`src/rtl/typing_test_ctrl_if.sv`:
```
// Keypad/tick/random-word inputs and the score/display outputs of the typing-test controller.
interface typing_test_ctrl_if #(
    parameter int WORD_DIGITS = 4
) ();
    logic                     sec_tick;
    logic                     key_valid;
    logic [3:0]               key_code;
    logic [4*WORD_DIGITS-1:0] rand_digits;
    logic [1:0]               state;
    logic                     goal_mode;
    logic [4*WORD_DIGITS-1:0] disp_digits;
    logic [WORD_DIGITS-1:0]   disp_en;
    logic [15:0]              words_done;
    logic [15:0]              elapsed;
    logic [6:0]               acc_pct;
    logic [15:0]              wpm;
    logic                     result_valid;
    logic                     done;

    modport master (
        output sec_tick, key_valid, key_code, rand_digits,
        input  state, goal_mode, disp_digits, disp_en, words_done, elapsed,
               acc_pct, wpm, result_valid, done
    );

    modport slave (
        input  sec_tick, key_valid, key_code, rand_digits,
        output state, goal_mode, disp_digits, disp_en, words_done, elapsed,
               acc_pct, wpm, result_valid, done
    );
endinterface

```
`src/rtl/typing_test_ctrl.sv`:
```
// Typing-test controller: goal entry, word/time-goal test with per-key scoring, and accuracy/WPM
// on one shared restoring divider. Key effects show one cycle after the press; divider jobs take DIV_W cycles.
module typing_test_ctrl #(
    parameter int WORD_DIGITS = 4,
    parameter int GOAL_DIGITS = 4,
    parameter int DIV_W       = 24
) (
    input  logic              clk,
    input  logic              rst_n,
    typing_test_ctrl_if.slave bus
);
    localparam int PTR_W   = (WORD_DIGITS > 1) ? $clog2(WORD_DIGITS) : 1;
    localparam int ENTRY_W = 4 * GOAL_DIGITS;
    localparam int WORD_W  = 4 * WORD_DIGITS;
    localparam int DEN_W   = 17;    // correct+missed can exceed 16 bits once both counters are large
    localparam int CNT_W   = $clog2(DIV_W + 1);
    localparam logic [PTR_W-1:0] PTR_TOP = PTR_W'(WORD_DIGITS - 1);

    typedef enum logic [1:0] {S_SELECT = 2'd0, S_TEST = 2'd1, S_RESULT = 2'd2} state_t;
    typedef enum logic {J_ACC = 1'b0, J_WPM = 1'b1} job_t;

    state_t               state_q;
    job_t                 div_job_q;
    logic                 goal_mode_q, key_prev_q, done_q, rv_q;
    logic [ENTRY_W-1:0]   entry_q;
    logic [15:0]          goal_q, correct_q, missed_q, words_q, elapsed_q, wpm_q;
    logic [WORD_W-1:0]    word_q;
    logic [PTR_W-1:0]     ptr_q;
    logic [WORD_DIGITS-1:0] en_q;
    logic [6:0]           acc_q;
    logic                 div_busy_q, acc_pend_q, wpm_pend_q;
    logic [CNT_W-1:0]     div_cnt_q;
    logic [DEN_W-1:0]     div_rem_q, div_den_q;
    logic [DIV_W-1:0]     div_quo_q;

    logic                 key_ev, is_digit, in_test, quit, hit, miss, word_fin, tick, finish;
    logic                 start, leave, acc_req;
    logic [3:0]           cur_digit;
    logic [15:0]          correct_nx, missed_nx, words_nx, elapsed_nx, wpm_sat;
    logic [DIV_W-1:0]     acc_num, wpm_num, quo_step;
    logic [DEN_W-1:0]     acc_den, rem_step;
    logic [DEN_W:0]       rem_sh, diff;
    logic [WORD_W-1:0]    disp;

    function automatic logic [15:0] sat_inc(input logic [15:0] v);
        return (v == 16'hFFFF) ? v : v + 16'd1;
    endfunction

    function automatic logic [15:0] bcd_to_bin(input logic [ENTRY_W-1:0] e);
        logic [15:0] v;
        v = '0;
        for (int i = GOAL_DIGITS - 1; i >= 0; i--)
            v = v * 16'd10 + 16'(e[4*i +: 4]);
        return v;
    endfunction

    always_comb begin
        key_ev    = bus.key_valid & ~key_prev_q;
        is_digit  = (bus.key_code <= 4'd9);
        cur_digit = '0;
        for (int i = 0; i < WORD_DIGITS; i++)
            if (ptr_q == PTR_W'(i)) cur_digit = word_q[4*i +: 4];
        in_test  = (state_q == S_TEST);
        quit     = in_test & key_ev & (bus.key_code == 4'hB);
        hit      = in_test & key_ev & is_digit & (bus.key_code == cur_digit);
        miss     = in_test & key_ev & is_digit & (bus.key_code != cur_digit);
        word_fin = hit & (ptr_q == '0);
        tick     = in_test & bus.sec_tick;
        start    = (state_q == S_SELECT) & key_ev & (bus.key_code == 4'hA) & (entry_q != '0);
        leave    = (state_q == S_RESULT) & key_ev & (bus.key_code == 4'hB);

        correct_nx = hit      ? sat_inc(correct_q) : correct_q;
        missed_nx  = miss     ? sat_inc(missed_q)  : missed_q;
        words_nx   = word_fin ? sat_inc(words_q)   : words_q;
        elapsed_nx = tick     ? sat_inc(elapsed_q) : elapsed_q;
        // A completing word is counted before the end test, so a simultaneous tick and word both land.
        finish = in_test & ~quit &
                 ((~goal_mode_q & word_fin & (words_nx == goal_q)) |
                  (goal_mode_q & tick & (elapsed_nx == goal_q)));
        acc_req = acc_pend_q | hit | miss | finish;

        acc_num = DIV_W'(32'(correct_nx) * 32'd100);
        acc_den = DEN_W'(correct_nx) + DEN_W'(missed_nx);
        wpm_num = DIV_W'(32'(words_q) * 32'd60);

        rem_sh   = {div_rem_q, div_quo_q[DIV_W-1]};
        diff     = rem_sh - {1'b0, div_den_q};
        quo_step = {div_quo_q[DIV_W-2:0], ~diff[DEN_W]};
        rem_step = diff[DEN_W] ? rem_sh[DEN_W-1:0] : diff[DEN_W-1:0];
        wpm_sat  = (quo_step > DIV_W'(16'hFFFF)) ? 16'hFFFF : quo_step[15:0];

        disp = '0;
        for (int i = 0; i < WORD_DIGITS && i < GOAL_DIGITS; i++)
            disp[4*i +: 4] = entry_q[4*i +: 4];
        if (state_q != S_SELECT) disp = word_q;
    end

    always_ff @(posedge clk) begin
        if (!rst_n) begin
            state_q     <= S_SELECT;
            goal_mode_q <= 1'b0;
            key_prev_q  <= 1'b0;
            done_q      <= 1'b0;
            rv_q        <= 1'b0;
            entry_q     <= '0;
            goal_q      <= '0;
            correct_q   <= '0;
            missed_q    <= '0;
            words_q     <= '0;
            elapsed_q   <= '0;
            wpm_q       <= '0;
            acc_q       <= '0;
            word_q      <= '0;
            ptr_q       <= PTR_TOP;
            en_q        <= '1;
            div_busy_q  <= 1'b0;
            div_job_q   <= J_ACC;
            acc_pend_q  <= 1'b0;
            wpm_pend_q  <= 1'b0;
            div_cnt_q   <= '0;
            div_rem_q   <= '0;
            div_den_q   <= '0;
            div_quo_q   <= '0;
        end else begin
            key_prev_q <= bus.key_valid;
            done_q     <= 1'b0;

            if (div_busy_q) begin
                div_rem_q <= rem_step;
                div_quo_q <= quo_step;
                div_cnt_q <= div_cnt_q + 1'b1;
                if (div_cnt_q == CNT_W'(DIV_W - 1)) begin
                    div_busy_q <= 1'b0;
                    if (div_job_q == J_ACC) acc_q <= quo_step[6:0];
                    else begin
                        wpm_q <= wpm_sat;
                        rv_q  <= 1'b1;
                    end
                end
                if (hit | miss | finish) acc_pend_q <= 1'b1;
            end else if (acc_req) begin
                acc_pend_q <= 1'b0;
                if (acc_den == '0) acc_q <= '0;
                else begin
                    div_busy_q <= 1'b1;
                    div_job_q  <= J_ACC;
                    div_cnt_q  <= '0;
                    div_rem_q  <= '0;
                    div_quo_q  <= acc_num;
                    div_den_q  <= acc_den;
                end
            end else if (wpm_pend_q) begin
                wpm_pend_q <= 1'b0;
                if (elapsed_q == '0) begin
                    wpm_q <= '0;
                    rv_q  <= 1'b1;
                end else begin
                    div_busy_q <= 1'b1;
                    div_job_q  <= J_WPM;
                    div_cnt_q  <= '0;
                    div_rem_q  <= '0;
                    div_quo_q  <= wpm_num;
                    div_den_q  <= {1'b0, elapsed_q};
                end
            end

            case (state_q)
                S_SELECT: begin
                    if (key_ev) begin
                        if (is_digit) entry_q <= ENTRY_W'({entry_q, bus.key_code});
                        else if (bus.key_code == 4'hB) entry_q <= '0;
                        else if (bus.key_code == 4'hC) goal_mode_q <= ~goal_mode_q;
                        else if (start) begin
                            goal_q  <= bcd_to_bin(entry_q);
                            word_q  <= bus.rand_digits;
                            ptr_q   <= PTR_TOP;
                            state_q <= S_TEST;
                        end
                    end
                end
                S_TEST: begin
                    if (quit) state_q <= S_SELECT;
                    else begin
                        correct_q <= correct_nx;
                        missed_q  <= missed_nx;
                        words_q   <= words_nx;
                        elapsed_q <= elapsed_nx;
                        if (hit) begin
                            if (word_fin) begin
                                word_q <= bus.rand_digits;
                                ptr_q  <= PTR_TOP;
                                en_q   <= '1;
                            end else begin
                                en_q[ptr_q] <= 1'b0;
                                ptr_q       <= ptr_q - 1'b1;
                            end
                        end
                        if (finish) begin
                            state_q    <= S_RESULT;
                            done_q     <= 1'b1;
                            en_q       <= '0;
                            wpm_pend_q <= 1'b1;
                        end
                    end
                end
                S_RESULT: if (leave) state_q <= S_SELECT;
                default:  state_q <= S_SELECT;
            endcase

            // Entering or leaving a test wipes statistics and abandons any divide in flight.
            if (start | quit | leave) begin
                correct_q  <= '0;
                missed_q   <= '0;
                words_q    <= '0;
                elapsed_q  <= '0;
                acc_q      <= '0;
                wpm_q      <= '0;
                rv_q       <= 1'b0;
                en_q       <= '1;
                div_busy_q <= 1'b0;
                acc_pend_q <= 1'b0;
                wpm_pend_q <= 1'b0;
            end
        end
    end

    assign bus.state        = state_q;
    assign bus.goal_mode    = goal_mode_q;
    assign bus.disp_digits  = disp;
    assign bus.disp_en      = en_q;
    assign bus.words_done   = words_q;
    assign bus.elapsed      = elapsed_q;
    assign bus.acc_pct      = acc_q;
    assign bus.wpm          = wpm_q;
    assign bus.result_valid = rv_q;
    assign bus.done         = done_q;
endmodule

```
`src/flat_wrapper.sv`:
```
// flat-port wrapper written by rule: the top's interface ports become plain ports
module typing_test_ctrl_flat 
#(
    parameter int WORD_DIGITS = 4,
    parameter int GOAL_DIGITS = 4,
    parameter int DIV_W       = 24
)
  (clk, rst_n, bus_sec_tick, bus_key_valid, bus_key_code, bus_rand_digits, bus_state, bus_goal_mode, bus_disp_digits, bus_disp_en, bus_words_done, bus_elapsed, bus_acc_pct, bus_wpm, bus_result_valid, bus_done);
  typing_test_ctrl_if #(.WORD_DIGITS(WORD_DIGITS)) bus_i ();
  input  logic clk;
  input  logic rst_n;
  input wire logic [$bits(bus_i.sec_tick)-1:0] bus_sec_tick;
  input wire logic [$bits(bus_i.key_valid)-1:0] bus_key_valid;
  input wire logic [$bits(bus_i.key_code)-1:0] bus_key_code;
  input wire logic [$bits(bus_i.rand_digits)-1:0] bus_rand_digits;
  output wire logic [$bits(bus_i.state)-1:0] bus_state;
  output wire logic [$bits(bus_i.goal_mode)-1:0] bus_goal_mode;
  output wire logic [$bits(bus_i.disp_digits)-1:0] bus_disp_digits;
  output wire logic [$bits(bus_i.disp_en)-1:0] bus_disp_en;
  output wire logic [$bits(bus_i.words_done)-1:0] bus_words_done;
  output wire logic [$bits(bus_i.elapsed)-1:0] bus_elapsed;
  output wire logic [$bits(bus_i.acc_pct)-1:0] bus_acc_pct;
  output wire logic [$bits(bus_i.wpm)-1:0] bus_wpm;
  output wire logic [$bits(bus_i.result_valid)-1:0] bus_result_valid;
  output wire logic [$bits(bus_i.done)-1:0] bus_done;
  assign bus_i.sec_tick = bus_sec_tick;
  assign bus_i.key_valid = bus_key_valid;
  assign bus_i.key_code = bus_key_code;
  assign bus_i.rand_digits = bus_rand_digits;
  assign bus_state = bus_i.state;
  assign bus_goal_mode = bus_i.goal_mode;
  assign bus_disp_digits = bus_i.disp_digits;
  assign bus_disp_en = bus_i.disp_en;
  assign bus_words_done = bus_i.words_done;
  assign bus_elapsed = bus_i.elapsed;
  assign bus_acc_pct = bus_i.acc_pct;
  assign bus_wpm = bus_i.wpm;
  assign bus_result_valid = bus_i.result_valid;
  assign bus_done = bus_i.done;
  typing_test_ctrl #(.WORD_DIGITS(WORD_DIGITS), .GOAL_DIGITS(GOAL_DIGITS), .DIV_W(DIV_W)) u_core (.clk(clk), .rst_n(rst_n), .bus(bus_i));
endmodule
```
`config.mk`:
```
export PLATFORM = sky130hd
export DESIGN_NAME = typing_test_ctrl_flat
export DESIGN_NICKNAME = d
export VERILOG_FILES = /design/src/rtl/typing_test_ctrl_if.sv /design/src/rtl/typing_test_ctrl.sv /design/src/flat_wrapper.sv
export SDC_FILE = /design/constraint.sdc
export NUM_CORES = 1
export LEC_CHECK = 0
export CAP_MARGIN = 40
export CORE_ASPECT_RATIO = 1.2
export CORE_MARGIN = 2
export CORE_UTILIZATION = 30
export CTS_BUF_LIST = sky130_fd_sc_hd__clkbuf_16
export CTS_CLUSTER_DIAMETER = 150
export DETAILED_ROUTE_END_ITERATION = 10
export GPL_ROUTABILITY_DRIVEN = 0
export PLACE_DENSITY = 0.44
export SLEW_MARGIN = 20
export SYNTH_ARGS = -nofsm -noshare
export SYNTH_HDL_FRONTEND = slang
export SYNTH_SLANG_ARGS = --single-unit
```
`constraint.sdc`:
```
create_clock -name clk -period 6.8 [get_ports clk]
set_input_delay 1.02 -clock clk [delete_from_list [all_inputs] [get_ports clk]]
set_output_delay 1.02 -clock clk [all_outputs]
set_load 0.1 [all_outputs]
```
==> impl_metrics.py, run 1 <==
metrics = {
    "finish": {
        "fin_area_um2": 21500,
        "drive_gt1_frac": 0.115,
        "filler_cell_count": 5706,
        "nNetsFinal": 2486,
        "final_common_cell": "dfxtp_1",
        "antennaDiodeCount": 0,
        "area_growth_pct": 26.4,
        "final_cell_mix": "213 x dfxtp_1, 183 x nor2_1, 181 x ha_1, 151 x nand2_1, 145 x inv_1",
        "stdcell_count": 2979,
    },
    "clocking": {
        "cts_hold_buf": 0,
        "cts_buffers": 27,
        "htree_num_levels": 1,
        "cts.sinks": 214,
        "cts_root_buf": "clkbuf_16",
        "clk-insertion-delay-late_ns": 0.56,
        "cts_tree": "yes",
        "clock_path_buffers": 3,
        "clkTransAtPathRegs_ns": 0.06,
    },
    "sta": {
        "slew_viol_final": 0,
        "finClkSkew_ns": 0.0166,
        "setup_viol": 0,
        "fmax_ghz": 0.161,
        "rsz0062_at_grt": "no",
        "final.min_clock_period_ns": 6.23,
        "fin_crit_sh": 0.916,
        "tightest_slew_ns": 0.842,
        "final.setup.tns_ns": 0,
        "hold_viol": 0,
        "hold_ws_ns": 0.445,
        "slew-limit-headroom": 0.439,
    },
    "critical_path": {
        "path_depth": 27,
        "start_kind": "flop",
        "critPathTopFamily": "simple AND/OR/NAND/NOR gates",
        "crit_required_ns": 7.23,
        "crit_type": "reg -> reg",
        "crit_top_cell": "buf_4",
        "slowest_stage": "nor4_1",
        "rr_worst_depth": 27,
        "cp.arrival_ns": 6.66,
        "cp_slowest_stage_delay_ns": 0.41,
        "crit_fanout": 8,
        "endpoint_kind": "flop",
        "cp_num_buf_inv": 6,
    },
    "global_route": {
        "grt_usage": 0.182,
        "antenna_found_initial": 0,
        "grt_pass1_wl_um": 85500,
        "grt_overflow_total": 0,
        "grt_pass1_vias": 15238,
        "grt_max_degree": 71,
    },
    "drt": {
        "viasPerCell": 5.10,
        "vias": 15198,
        "routed_wl_um": 54000,
        "wl_per_cell_um": 18.1,
        "drt_first_pass_iters": 7,
        "ant_nets": 0,
        "drt-initial-drc-count": 897,
        "drc": 0,
    },
    "synthesis": {
        "synthCells": 2030,
        "yosys.area_share.adder": 0.191,
        "synth_top_area_share": 0.252,
        "synthXorXnorAreaFrac": 0.0887,
        "synthTopCellsByArea": "dfxtp_1 25%, ha_1 13%, xnor2_1 6.0%",
        "synth_top_family_by_area": "simple AND/OR/NAND/NOR gates",
        "syn_nets": 2284,
        "synth-seq-cells": 214,
        "avgSynthCellArea_um2": 8.37,
        "synth_edf_count": 0,
        "synth_compound_area_frac": 0.187,
        "yosysSeqAreaShare": 0.252,
        "async_reset_ff_frac": 0,
        "synth_area_leader_cell": "dfxtp_1",
        "netlist_area_um2": 17000,
        "yosys_warnings": 0,
        "ys_types": 83,
        "synthFlopType": "dfxtp_1",
        "synth-simple-area-share": 0.196,
        "synthMuxAreaShare": 0.0323,
    },
    "die": {
        "dieArea_um2": 58500,
        "rows": 95,
        "dieHeight_um": 265,
        "die_w_um": 221,
        "core_area_um2": 56000,
        "start_util": 0.303,
        "io_pins": 104,
    },
    "place": {
        "portBuffers": 103,
        "place_area_um2": 20600,
        "dp.cells": 2930,
        "place_hpwl_um": 42700,
    },
    "power_and_ir_drop": {
        "ir_drop_mv": 0.216,
        "leakagePower_nw": 9.28,
        "power_density_nw_per_um2": 131,
    },
    "run_status": {
        "status": "finished clean",
    },
    "min_path": {
        "holdCritPathClass": "reg -> reg",
        "whs_path_depth": 2,
    },
    "run": {
        "maxCapViolations": 0,
    },
}
## report_power, final
| part | internal (mW) | total, mW | switching, mW |
|---|---|---|---|
| sequential | 1.26 | 1.26 | 0.00502 |
| clock | 0.865 | 1.45 | 0.583 |
| combinational | 0.0374 | 0.102 | 0.0642 |
| total | 2.16 | 2.81 | 0.653 |
## cell usage after synthesis, drive strengths merged (24+ instances only)
cell type / number
o21ai: 78
xor2: 56
fa: 48
nor2: 184
nor3: 46
nand4: 26
a22oi: 45
clkbuf: 61
xnor2: 116
buf: 26
nand2: 151
and3: 25
dfxtp: 214
nor2b: 40
a21o: 25
inv: 137
ha: 182
nand3: 67
a21oi: 142
a211oi: 24
mux2: 31
## sequential cells by signal, summed over array words and instances, names as in the netlist, 2 cells and up
register               cells
u_core.div_quo_q          24
u_core.div_den_q          17
u_core.div_rem_q          17
u_core.bus.elapsed        16
u_core.bus.words_done     16
u_core.bus.wpm            16
u_core.correct_q          16
u_core.entry_q            16
u_core.goal_q             16
u_core.missed_q           16
u_core.word_q             16
u_core.bus.acc_pct         7
u_core.div_cnt_q           5
u_core.bus.disp_en         4
u_core.bus.state           2
u_core.ptr_q               2
## cells by family (layout without fill, tap and decap cells)
kind of cell,after synthesis,count (layout)
buf+inv,224,446
flops,214,214
fa+ha+maj,230,230
mux,51,51
other cells,1,1
compound gates,471,471
xor+xnor,172,172
simple gates,667,667
## routing by layer
| layer | global-route usage | wire length [um] |
|---|---|---|
| met2 | 0.328 | 26700 |
| met4 | 0.0597 | 1720 |
| met1 | 0.225 | 23700 |
| met3 | 0.0207 | 1890 |
| met5 | 0 | 0 |
## worst paths after layout
| kind | start | end | slack [ns] |
|---|---|---|---|
| max reg2reg | u_core.ptr_q[0]$_SDFFE_PN1P_ | u_core.bus.acc_pct[0]$_SDFFE_PP0P_ | 0.57 |
| max | u_core.ptr_q[0]$_SDFFE_PN1P_ | u_core.bus.acc_pct[0]$_SDFFE_PP0P_ | 0.57 |
| min reg2reg | u_core.bus.wpm[13]$_SDFFE_PP0P_ | u_core.bus.wpm[13]$_SDFFE_PP0P_ | 0.44 |
| min | u_core.bus.wpm[13]$_SDFFE_PP0P_ | u_core.bus.wpm[13]$_SDFFE_PP0P_ | 0.44 |
## final cells by class
cell class	count	area [um^2]	area share
Inverter	137	515	0.0240
Multi-Input combinational cell	1592	11800	0.551
Sequential cell	214	4290	0.200
Clock buffer	27	676	0.0315
Timing Repair Buffer	260	3060	0.142
Tap cell	727	910	0.0424
Clock inverter	22	196	0.00915
## tightest hold or removal path: cells and delay by family (launching register included)
| kind | cells | cell delay (ns) |
|---|---|---|
| DFF | 1 | 0.30 |
| and+or+nand+nor | 1 | 0.05 |
| AOI/OAI and AO/OA | 1 | 0.05 |
## per-stage QoR
stage | utilization | setup WS [ns] | total power [mW]
after global routing | 0.384 | 0.0171 | 2.92
after global placement | 0.342 | 0.103 | 1.39
after CTS | 0.383 | 0.375 | 2.86
after detailed placement | 0.368 | 0.0858 | 1.39
final | 0.384 | 0.569 | 2.81
after floorplan | - | 0.703 | 1.35
## what timing repair did
item                       4_1_cts  5_1_grt
setup buffers                    0        0
gates resized for setup          0        4
setup endpoints to repair        0       70
No activity file was read; power rests on OpenSTA's default activity.
==> run 2: changes to the inputs <==
- CORE_UTILIZATION: 30 -> 50
- PLACE_DENSITY: 0.44 -> 0.76
==> run 2 against run 1 <==
Effect of this change: first-iteration DRC count grew 13%; count of clock-buffer cells in the layout shrank 1; die area shrank 39%; total power grew 0.64%; sequential power is essentially flat; clock power is essentially flat; non-clock buffer count shrank 33; combinational power is essentially flat; via count grew 5.3%; sequential cell count is the same; hold slack gained 0.00089 ns; critical path type unchanged.
==> impl_metrics.py, run 2 (synthesis results as in run 1) <==
metrics = {
    "drt": {
        "drt_first_pass_iters": 6,
        "ant_nets": 0,
        "routed_wl_um": 50200,
        "drc": 0,
        "viasPerCell": 6.01,
        "drt-initial-drc-count": 1011,
        "wl_per_cell_um": 18.8,
        "vias": 16005,
    },
    "critical_path": {
        "rr_worst_depth": 20,
        "cp.arrival_ns": 6.74,
        "regToRegEndpoint": "u_core.goal_q[15]$_SDFFE_PN0P_",
        "r2r_slack_ns": 0.53,
        "timing.rr.start": "u_core.entry_q[15]$_SDFFE_PN0P_",
        "endpoint_kind": "flop",
        "start_kind": "flop",
        "crit_type": "reg -> reg",
        "crit_required_ns": 7.27,
        "crit_fanout": 9,
    },
    "finish": {
        "reg.largest.list": "u_core.div_quo_q (24), u_core.div_den_q (17), u_core.div_rem_q (17)",
        "ff_latch_area_um2": 4290,
        "filler_cell_count": 2688,
        "final_cell_mix": "213 x dfxtp_1, 183 x nor2_1, 182 x ha_1, 151 x nand2_1, 142 x a21oi_1",
        "final_common_cell": "dfxtp_1",
        "area_growth_pct": 22.9,
        "largest_reg_flops": 24,
        "regMostFlops": "u_core.div_quo_q",
        "fin_area_um2": 20900,
        "stdcell_count": 2665,
        "finish.utilization": 0.626,
        "multi_input_area_um2": 11800,
        "nNetsFinal": 2452,
        "drive_gt1_frac": 0.106,
        "antennaDiodeCount": 0,
    },
    "sta": {
        "hold_viol": 0,
        "fin_crit_sh": 0.922,
        "final.min_clock_period_ns": 6.27,
        "setup_slack_ns": 0.530,
        "rsz0062_at_grt": "no",
        "final.setup.tns_ns": 0,
        "fmax_ghz": 0.159,
        "slew-limit-headroom": 0.428,
        "hold_ws_ns": 0.446,
        "tightest_slew_ns": 0.854,
        "finClkSkew_ns": 0.0294,
        "setup_viol": 0,
        "slew_viol_final": 0,
    },
    "clocking": {
        "htree_num_levels": 1,
        "cts_root_buf": "clkbuf_16",
        "cts_buffers": 26,
        "clock_path_buffers": 3,
        "cts_tree": "yes",
        "cts_hold_buf": 0,
        "cts.sinks": 214,
        "clkTransAtPathRegs_ns": 0.06,
        "clk-insertion-delay-late_ns": 0.57,
    },
    "min_path": {
        "holdCritPathClass": "reg -> reg",
        "min-delay-start": "u_core.bus.result_valid$_SDFFE_PP0P_",
        "whs_path_depth": 2,
        "hold_end": "u_core.bus.result_valid$_SDFFE_PP0P_",
    },
    "place": {
        "place_ws_ns": 0.0258,
        "place_area_um2": 19900,
        "portBuffers": 103,
        "dp.cells": 2619,
        "place_hpwl_um": 38700,
    },
    "global_route": {
        "grt_overflow_total": 0,
        "antenna_found_initial": 0,
        "grt_usage": 0.285,
        "grt_pass1_wl_um": 81200,
        "grt_pass1_vias": 16079,
        "grt_max_degree": 57,
    },
    "die": {
        "die_w_um": 172,
        "core_area_um2": 33300,
        "rows": 73,
        "io_pins": 104,
        "dieArea_um2": 35500,
        "dieHeight_um": 206,
        "start_util": 0.510,
    },
    "power_and_ir_drop": {
        "leakagePower_nw": 9.08,
        "ir_drop_mv": 0.117,
        "power_density_nw_per_um2": 136,
        "p_total_mw": 2.83,
    },
    "run": {
        "maxCapViolations": 0,
    },
    "run_status": {
        "status": "finished clean",
    },
}
## run 2: per-layer routing
metal,global-route usage,wire [um],up-vias
met5,0,0,-
li1,-,-,7565
met1,0.324,19200,7566
met2,0.508,24800,671
met3,0.0419,3200,203
met4,0.159,2920,0
## run 2: layout make-up
type                            count  area share
Timing Repair Buffer              227       0.134
Inverter                          137      0.0246
Clock inverter                     19      0.0112
Sequential cell                   214       0.205
Multi-Input combinational cell   1592       0.567
Tap cell                          450      0.0270
Clock buffer                       26      0.0312
## run 2: how the worst max path moves through the flow
stage	start	endpoint	slack (ns)
after floorplan	bus_key_code[2]	u_core.div_quo_q[22]$_SDFFE_PN0P_	0.70
after global placement	bus_key_valid	u_core.div_quo_q[22]$_SDFFE_PN0P_	0.18
after detailed placement	bus_key_valid	u_core.div_quo_q[22]$_SDFFE_PN0P_	0.03
after CTS	u_core.ptr_q[1]$_SDFFE_PN1P_	u_core.div_quo_q[22]$_SDFFE_PN0P_	0.24
after global routing	u_core.entry_q[15]$_SDFFE_PN0P_	u_core.goal_q[15]$_SDFFE_PN0P_	0.05
final	u_core.entry_q[15]$_SDFFE_PN0P_	u_core.goal_q[15]$_SDFFE_PN0P_	0.53
## run 2: critical path: stages, from the launching register on
cell and delay, ns:
dfxtp_1 0.55, ha_1 0.32, ha_1 0.23, fa_1 0.48, xnor2_1 0.30, ha_1 0.29, ha_1 0.34, xnor2_1 0.17
or3b_2 0.50, nor3b_1 0.32, xor2_1 0.24, ha_1 0.27, ha_1 0.24, a2111oi_1 0.51, nor2_1 0.13, xor2_1 0.24
nor4bb_1 0.38, nand3_1 0.15, xor2_1 0.17, xnor2_1 0.12, a211oi_1 0.22
## run 2: power by group
group,total (mW),internal [mW],switching [mW],leakage (nW)
sequential,1.26,1.26,0.00470,1.72
combinational,0.102,0.0397,0.0624,6.92
clock,1.47,0.883,0.583,0.437
total,2.83,2.18,0.650,9.08
## run 2: repair_timing
| item | in CTS | in global routing |
|---|---|---|
| endpoints found under the hold margin | 0 | 0 |
| resized for setup | 0 | 8 |
| buffers inserted | 0 | 0 |
| setup endpoints to repair | 0 | 70 |
